### src/rtl/hazard_pkg.sv
// Shared types and constants for the pipeline hazard controller.
package hazard_pkg;

    // Execute-stage operand source select.
    typedef enum logic [1:0] {
        FWD_RF = 2'b00,
        FWD_W  = 2'b01,
        FWD_M  = 2'b10
    } fwd_sel_t;

    // Multi-cycle sequencing state.
    typedef enum logic [1:0] {
        RUN      = 2'b00,
        MEM_WAIT = 2'b01,
        DRAIN    = 2'b10
    } hz_state_t;

    // result_src encoding that marks a load in execute.
    localparam logic [1:0] RESULT_SRC_LOAD = 2'b01;

endpackage

### src/rtl/forward_sel.sv
// Forwarding source select for one execute-stage operand.
module forward_sel
    import hazard_pkg::*;
#(
    parameter int unsigned REG_ADDR_WIDTH = 5
) (
    input  logic [REG_ADDR_WIDTH-1:0] rs_e_i,
    input  logic [REG_ADDR_WIDTH-1:0] rd_m_i,
    input  logic [REG_ADDR_WIDTH-1:0] rd_w_i,
    input  logic                      reg_write_m_i,
    input  logic                      reg_write_w_i,
    output fwd_sel_t                  fwd_sel_o
);

    logic hit_m;
    logic hit_w;

    // x0 is hardwired to zero, so a write to it never produces a forwardable value.
    assign hit_m = reg_write_m_i && (rd_m_i != '0) && (rd_m_i == rs_e_i);
    assign hit_w = reg_write_w_i && (rd_w_i != '0) && (rd_w_i == rs_e_i);

    // Youngest producer (M) wins over the older one (W).
    always_comb begin
        if (hit_m) begin
            fwd_sel_o = FWD_M;
        end else if (hit_w) begin
            fwd_sel_o = FWD_W;
        end else begin
            fwd_sel_o = FWD_RF;
        end
    end

endmodule

### src/rtl/hazard_unit.sv
// Pipeline controller: operand forwarding, load-use and branch hazards,
// memory wait and fence/ecall drain sequencing, plus a stall-cycle counter.
module hazard_unit
    import hazard_pkg::*;
#(
    parameter int unsigned REG_ADDR_WIDTH = 5,
    parameter int unsigned CNT_WIDTH      = 32
) (
    input  logic                      clk,
    input  logic                      rst_n,
    input  logic [REG_ADDR_WIDTH-1:0] rs1_d,
    input  logic [REG_ADDR_WIDTH-1:0] rs2_d,
    input  logic [REG_ADDR_WIDTH-1:0] rs1_e,
    input  logic [REG_ADDR_WIDTH-1:0] rs2_e,
    input  logic [REG_ADDR_WIDTH-1:0] rd_e,
    input  logic [REG_ADDR_WIDTH-1:0] rd_m,
    input  logic [REG_ADDR_WIDTH-1:0] rd_w,
    input  logic                      reg_write_m,
    input  logic                      reg_write_w,
    input  logic                      load_e,
    input  logic                      pc_src_e,
    input  logic                      fence_d,
    input  logic                      valid_e,
    input  logic                      valid_m,
    input  logic                      valid_w,
    input  logic                      mem_req_m,
    input  logic                      mem_ready_m,
    output logic [1:0]                fwd_a_e,
    output logic [1:0]                fwd_b_e,
    output logic                      stall_f,
    output logic                      stall_d,
    output logic                      stall_e,
    output logic                      stall_m,
    output logic                      flush_d,
    output logic                      flush_e,
    output logic                      flush_w,
    output logic [CNT_WIDTH-1:0]      stall_cnt
);

    hz_state_t            state_q, state_d;
    logic [CNT_WIDTH-1:0] stall_cnt_q, stall_cnt_d;

    fwd_sel_t fwd_a;
    fwd_sel_t fwd_b;

    logic mem_wait_req;
    logic memhold;
    logic lu;
    logic drn;
    logic empty;
    logic drain_done;

    // ---------------------------------------------------------------------
    // Operand forwarding
    // ---------------------------------------------------------------------
    forward_sel #(
        .REG_ADDR_WIDTH(REG_ADDR_WIDTH)
    ) u_fwd_a (
        .rs_e_i        (rs1_e),
        .rd_m_i        (rd_m),
        .rd_w_i        (rd_w),
        .reg_write_m_i (reg_write_m),
        .reg_write_w_i (reg_write_w),
        .fwd_sel_o     (fwd_a)
    );

    forward_sel #(
        .REG_ADDR_WIDTH(REG_ADDR_WIDTH)
    ) u_fwd_b (
        .rs_e_i        (rs2_e),
        .rd_m_i        (rd_m),
        .rd_w_i        (rd_w),
        .reg_write_m_i (reg_write_m),
        .reg_write_w_i (reg_write_w),
        .fwd_sel_o     (fwd_b)
    );

    assign fwd_a_e = fwd_a;
    assign fwd_b_e = fwd_b;

    // ---------------------------------------------------------------------
    // Hazard condition terms
    // ---------------------------------------------------------------------
    assign mem_wait_req = mem_req_m && !mem_ready_m;
    assign memhold      = (state_q == MEM_WAIT) || mem_wait_req;
    assign lu           = load_e && (rd_e != '0) && ((rd_e == rs1_d) || (rd_e == rs2_d));
    assign drn          = (state_q == DRAIN) || fence_d;
    assign empty        = !valid_e && !valid_m && !valid_w;
    // The fence is released in the very cycle the back end is seen empty.
    assign drain_done   = (state_q == DRAIN) && empty;

    // Prioritised stall/flush enables; forced quiet while reset is asserted.
    always_comb begin
        stall_f = 1'b0;
        stall_d = 1'b0;
        stall_e = 1'b0;
        stall_m = 1'b0;
        flush_d = 1'b0;
        flush_e = 1'b0;
        flush_w = 1'b0;
        if (rst_n) begin
            if (memhold && !mem_ready_m) begin
                // Freeze F..M; W gets bubbles so a retired result is not re-written.
                // A taken branch in E is held here and flushes once memory releases.
                stall_f = 1'b1;
                stall_d = 1'b1;
                stall_e = 1'b1;
                stall_m = 1'b1;
                flush_w = 1'b1;
            end else if (pc_src_e) begin
                // Squash the wrong-path instructions in D and E; a load-use
                // stall on the wrong path is moot.
                flush_d = 1'b1;
                flush_e = 1'b1;
            end else if (lu) begin
                stall_f = 1'b1;
                stall_d = 1'b1;
                flush_e = 1'b1;
            end else if (drn && !drain_done) begin
                stall_f = 1'b1;
                stall_d = 1'b1;
                flush_e = 1'b1;
            end
        end
    end

    // ---------------------------------------------------------------------
    // Sequencing FSM
    // ---------------------------------------------------------------------

    // Next-state selection for memory waits and fence drains.
    always_comb begin
        state_d = state_q;
        unique case (state_q)
            RUN: begin
                if (mem_wait_req) begin
                    state_d = MEM_WAIT;
                end else if (fence_d && !pc_src_e && !lu) begin
                    state_d = DRAIN;
                end
            end
            MEM_WAIT: begin
                // A fence still waiting in D re-enters DRAIN from RUN later.
                if (mem_ready_m) begin
                    state_d = RUN;
                end
            end
            DRAIN: begin
                if (mem_wait_req) begin
                    state_d = MEM_WAIT;
                end else if (empty) begin
                    state_d = RUN;
                end
            end
            default: begin
                state_d = RUN;
            end
        endcase
    end

    // Saturating count of fetch-stall cycles.
    always_comb begin
        stall_cnt_d = stall_cnt_q;
        if (stall_f && (stall_cnt_q != '1)) begin
            stall_cnt_d = stall_cnt_q + CNT_WIDTH'(1);
        end
    end

    // State and counter registers.
    always_ff @(posedge clk or negedge rst_n) begin
        if (!rst_n) begin
            state_q     <= RUN;
            stall_cnt_q <= '0;
        end else begin
            state_q     <= state_d;
            stall_cnt_q <= stall_cnt_d;
        end
    end

    assign stall_cnt = stall_cnt_q;

endmodule

### config.mk
export PLATFORM = sky130hd
export DESIGN_NAME = hazard_unit
export DESIGN_NICKNAME = d
export VERILOG_FILES = /design/src/rtl/hazard_pkg.sv /design/src/rtl/forward_sel.sv /design/src/rtl/hazard_unit.sv
export SDC_FILE = /design/constraint.sdc
export NUM_CORES = 1
export LEC_CHECK = 0
export BUFFER_PORTS_ARGS = -buffer_cell sky130_fd_sc_hd__buf_2
export CAP_MARGIN = 20
export CORE_MARGIN = 2
export CORE_UTILIZATION = 25
export CTS_BUF_LIST = sky130_fd_sc_hd__clkbuf_4 sky130_fd_sc_hd__clkbuf_8
export DETAILED_ROUTE_END_ITERATION = 10
export PLACE_DENSITY_LB_ADDON = 0.2
export SLEW_MARGIN = 25
export SYNTH_ARGS = -nofsm -noshare
export SYNTH_HDL_FRONTEND = slang
export SYNTH_SLANG_ARGS = --single-unit
export TNS_END_PERCENT = 10
### constraint.sdc
create_clock -name clk -period 1.88 [get_ports clk]
set_input_delay 0.188 -clock clk [delete_from_list [all_inputs] [get_ports clk]]
set_output_delay 0.188 -clock clk [all_outputs]
set_load 0.05 [all_outputs]
==> flow_summary.ini, run 1 <==
[hold_path]
min_path_type = input pin to flip-flop
min_from = mem_ready_m

[logic_synthesis]
dominantRegCellSynth = dfrtp_1
synthTopCellsByArea = dfrtp_1, xnor2_1, nand3_1
synth_top_family_by_area = simple AND/OR/NAND/NOR gates
ys_seq_area_share_pct = 38.3
syn-cell-area_um2 = 2220
synth_edf_count = 0
synth_seq_cells = 34
synth-xor-area-share_pct = 24.1
avgSynthCellArea_um2 = 9.61
synthDistinctLibCells = 35
synth-compound-area-share_pct = 4.06
synth_top_area_share_pct = 38.3
async_flop_share_pct = 100
synthMuxAreaShare_pct = 1.01
synthSimpleGateAreaFrac_pct = 26.5
synth_warnings = 0
syn-num-nets = 279
yosys.area_share.adder_pct = 0.563
yosys.area.top_type = dfrtp_1
synthCells = 231

[timing]
hold_viol = 0
finalMaxSlewViolations = 0
finalSetupViolations = 0
tightest_slew_ps = 553
fin_worst_skew_ps = 10.4
finalWorstSetupSlack_ps = 40.2
whs_ps = 89.7
period_share_pct = 97.9
rsz0062_at_grt = true
fmax_mhz = 544
relSlewSlack_pct = 62.8
layout_min_cycle_time_ps = 1840

[status]
status = finished, final reports clean

[global_routing]
grt_usage_pct = 13.2
overflow = 0
grt_pass1_wl_mm = 10.4
grt_pass1_vias = 2209
grt_max_degree = 22
antenna_found_initial = 0

[setup_path]
worstPathArrival_ps = 2020
critical_path.startpoint = state_q[0]
crit_required_ps = 2060
cp-start-kind = flip-flop
rr_startpoint = state_q[0]
cp-end-kind = flip-flop
critPathMaxFanout = 10
worstSetupPathType = flip-flop to flip-flop

[place]
pre_cts_ws_ps = -98.6
port_buffers = 89
gp_congestion = 0.815
dpl_cell_area_um2 = 3060
hpwl_mm = 4.86

[die]
rows = 34
die_x_um = 98.3
coreArea_um2 = 8680
io_pins = 90
initial_core_util_pct = 25.6
die_area_um2 = 9650
die_h_um = 98.3

[clock_tree]
cts_tree = built
h-tree-depth = 2
cts_buffers = 5
clock-sinks = 34
clk_pin_slew_ps = 70
cts_buffer_depth = 2
cts-root-buf = clkbuf_8
clock_latency_ps = 290

[drt]
drcViolationCount = 0
vias = 2163
ant_nets = 0
routed_wl_mm = 6.22
wire_per_inst_um = 13.4
firstDrtPassIters = 4
via_per_inst = 4.66
drt_first_iter_violations = 79

[finish]
fin_nets = 403
mostFrequentLayoutCell = buf_2
drive_above_1_share_pct = 51.4
syn_to_final_growth_pct = 51.0
final_area_um2 = 3350
final_cell_mix = buf_2, xnor2_1, buf_4
n_antenna_cell = 0

[power_and_ir_drop]
ir_worst_vdd_mv = 0.342
leakage_nw = 1.54
powerDensity_nw_per_um2 = 689

[flow_run]
maxCapViolCount = 0
==> layer usage <==
layer	global-route usage (%)	vias to the layer above	share of wire (%)
met5	0	-	0
met4	4.85	0	2.1
met3	2.79	15	5.7
met2	21.8	67	47
met1	17.0	1026	45
li1	-	1055	-
==> Yosys cell counts (all sizes together), types with 2 or more instances <==
cell   count
xnor2     47
dfrtp     34
nand3     25
and3      14
nand2     14
xor2      14
nand4     13
buf       12
nor2       9
nor4       8
inv        5
nor3       5
or4        5
a21oi      4
o21ai      4
and4       3
nor2b      3
mux2       2
==> final cells by class <==
class	instances	area [µm²]
Clock buffer	7	90.1
Clock inverter	1	5.00
Fill cell	912	5330
Inverter	5	18.8
Multi-Input combinational cell	179	1380
Sequential cell	34	876
Tap cell	108	135
Timing Repair Buffer	130	853
==> cells by family (layout without fill, tap and decap cells) <==
| kind of cell | after synthesis | count (layout) |
|---|---|---|
| AND/OR/NAND/NOR | 103 | 103 |
| XOR/XNOR | 61 | 61 |
| flip-flops | 34 | 34 |
| buffers and inverters | 18 | 143 |
| AO/OA/AOI/OAI | 12 | 12 |
| multiplexers | 2 | 2 |
| adder cells (fa/ha/maj) | 1 | 1 |
==> power by group <==
group          total, mW  internal [mW]  switching (mW)
Combinational      0.854          0.342           0.512
Clock              0.577          0.310           0.267
Sequential         0.881          0.807          0.0735
Total               2.31           1.46           0.852
==> worst max-delay path: stages (launching register included) <==
cell and delay, ps:
dfrtp_1 400, nor2b_2 140, mux2_4 320, o21ai_2 130, a22o_4 210, buf_6 150, buf_12 120, nand4b_1 120
xnor2_1 140
==> registers in the layout, summed over array words and instances (netlist names) <==
name / flops
stall_cnt: 32
state_q: 2
==> path summary, 6_finish.rpt <==
check                           depth (start not counted)             to  slack (ps)
worst max register to register                          8  stall_cnt[23]          40
worst min register to register                          1   stall_cnt[8]         480
worst max-delay path                                    8  stall_cnt[23]          40
max in group asynchronous                               3  stall_cnt[14]        1080
worst min-delay path                                    2     state_q[0]          90
min in group asynchronous                               2     state_q[0]         280
==> stage by stage <==
stage	utilization (%)	power (mW)	std cells	setup TNS, ps
after floorplan	-	1.38	231	-1310
after CTS	37.0	2.28	463	0
after global routing	38.6	2.44	464	-1030
after detailed placement	35.3	1.67	452	-209
after global placement	35.3	1.66	452	-168
final	38.6	2.31	464	0
==> what timing repair did <==
action	in CTS	in global routing
setup endpoints to repair	9	42
endpoints found under the hold margin	2	0
resized for setup	11	39
setup buffers	2	1
pin swaps	1	7
hold buffers	1	0
Note: power is estimated with default switching activity, not from simulation.
==> run 2, diff against run 1 <==
- CORE_ASPECT_RATIO: default -> 0.5
- SKIP_CTS_REPAIR_TIMING: default -> 1
==> run 2 against run 1 <==
Effect of this change: clock power rose by 0.7%; register-to-register slack got worse by 30 ps; flip-flop and latch count did not move; worst setup slack got worse by 26 ps; global-route usage rose by 0.37 points; first-iteration DRC count fell by 10%; critical path depth rose by 1; cell count rose by 4.7%; largest cell class unchanged.
==> flow_summary.ini, run 2 (same netlist as run 1, synthesis figures left out) <==
[timing]
relSlewSlack_pct = 63.3
fin_worst_skew_ps = 6.76
tns_ps = 0
finalMaxSlewViolations = 0
whs_ps = 89.6
rsz0062_at_grt = true
fmax_mhz = 536
finalSetupViolations = 0
layout_min_cycle_time_ps = 1870
finalWorstSetupSlack_ps = 13.9
period_share_pct = 99.3
hold_viol = 0
tightest_slew_ps = 546

[drt]
drcViolationCount = 0
routed_wl_mm = 6.55
ant_nets = 0
vias = 2227
wire_per_inst_um = 13.5
via_per_inst = 4.58
firstDrtPassIters = 4
drt_first_iter_violations = 71

[power_and_ir_drop]
leakage_nw = 1.60
p_total_mw = 2.35
ir_worst_vdd_mv = 0.344
powerDensity_nw_per_um2 = 676

[setup_path]
worstPathArrival_ps = 2050
crit_required_ps = 2060
cp-end-kind = flip-flop
worstSetupPathType = flip-flop to flip-flop
ff2ff_setup_slack_ps = 10
critPathMaxFanout = 5
cp-start-kind = flip-flop

[finish]
syn_to_final_growth_pct = 56.3
n_antenna_cell = 0
drive_above_1_share_pct = 53.9
fin_nets = 416
mostFrequentLayoutCell = buf_2
largest_reg_flops = 32
final_cell_mix = buf_2, buf_4, xnor2_1

[die]
initial_core_util_pct = 25.6
io_pins = 90
coreArea_um2 = 8680
rows = 24
die_area_um2 = 9700
die_h_um = 70.6
die_x_um = 137

[clock_tree]
cts_tree = built
clock-sinks = 34
cts_buffers = 5
clock_latency_ps = 290
clk_pin_slew_ps = 80
h-tree-depth = 2
cts-root-buf = clkbuf_8
cts_buffer_depth = 2

[place]
pre_cts_ws_ps = -131
gp_congestion = 0.754
hpwl_mm = 5.18
port_buffers = 89

[global_routing]
antenna_found_initial = 0
grt_pass1_vias = 2285
overflow = 0
grt_pass1_wl_mm = 10.5
grt_max_degree = 33
grt_usage_pct = 13.6

[hold_path]
min_path_type = input pin to flip-flop

[status]
status = finished, final reports clean

[flow_run]
maxCapViolCount = 0
run 2: cell count changes in the layout (fill, tap and decap cells not counted), moves of 2 or more:
cell and change:
buf_2 +2, buf_4 +16, xnor2_1 -2, nand3_1 -2
nor2_2 +2, buf_6 -4, nor2_1 -3, clkbuf_4 -2
xnor2_2 +2
run 2: final timing paths:
check,startpoint,endpoint,depth (start not counted)
worst max-delay path,stall_cnt[1],stall_cnt[29],9
worst min-delay path,mem_ready_m,state_q[0],2
worst min register to register,stall_cnt[20],stall_cnt[20],1
min in group asynchronous,rst_n,state_q[0],3
worst max register to register,stall_cnt[1],stall_cnt[29],9
max in group asynchronous,rst_n,stall_cnt[2],4
run 2: area by class of cell:
cell class / count / area (µm²)
clock buffers: 6 / 82.6
clock inverters: 2 / 12.5
fillers: 872 / 5210
inverters: 5 / 18.8
multi-input cells: 179 / 1410
flip-flops and latches: 34 / 876
well taps: 117 / 146
repair buffers: 143 / 931
run 2: worst max-delay path, cell delays in order (launching register included):
cell and delay (ps):
dfrtp_2 430, ha_4 170, nand4_1 130, nor4_2 50, buf_4 160, and4_4 170, buf_6 130, nor4_4 270
nand2_1 110, xnor2_1 130
run 2: routing by layer:
metal | global-route usage, % | vias to the layer above | share of wire (%) | routed length (µm)
li1 | - | 1082 | - | -
met1 | 16.2 | 1075 | 44 | 2890
met2 | 24.5 | 64 | 49 | 3210
met3 | 3.15 | 6 | 6.0 | 392
met4 | 3.78 | 0 | 0.92 | 60
met5 | 0 | - | 0 | 0
run 2: report_power, final:
part / leakage, nW / switching (mW) / internal, mW
Combinational: 1.12 / 0.546 / 0.364
Clock: 0.0472 / 0.287 / 0.295
Sequential: 0.433 / 0.0494 / 0.806
run 2: per-stage QoR:
stage	cell area (µm²)	util, %	cells
final	3470	40.0	486
after global routing	3470	40.0	486
after CTS	3260	37.5	481
after detailed placement	3160	36.4	473
after global placement	3160	36.4	473
after floorplan	2290	-	231
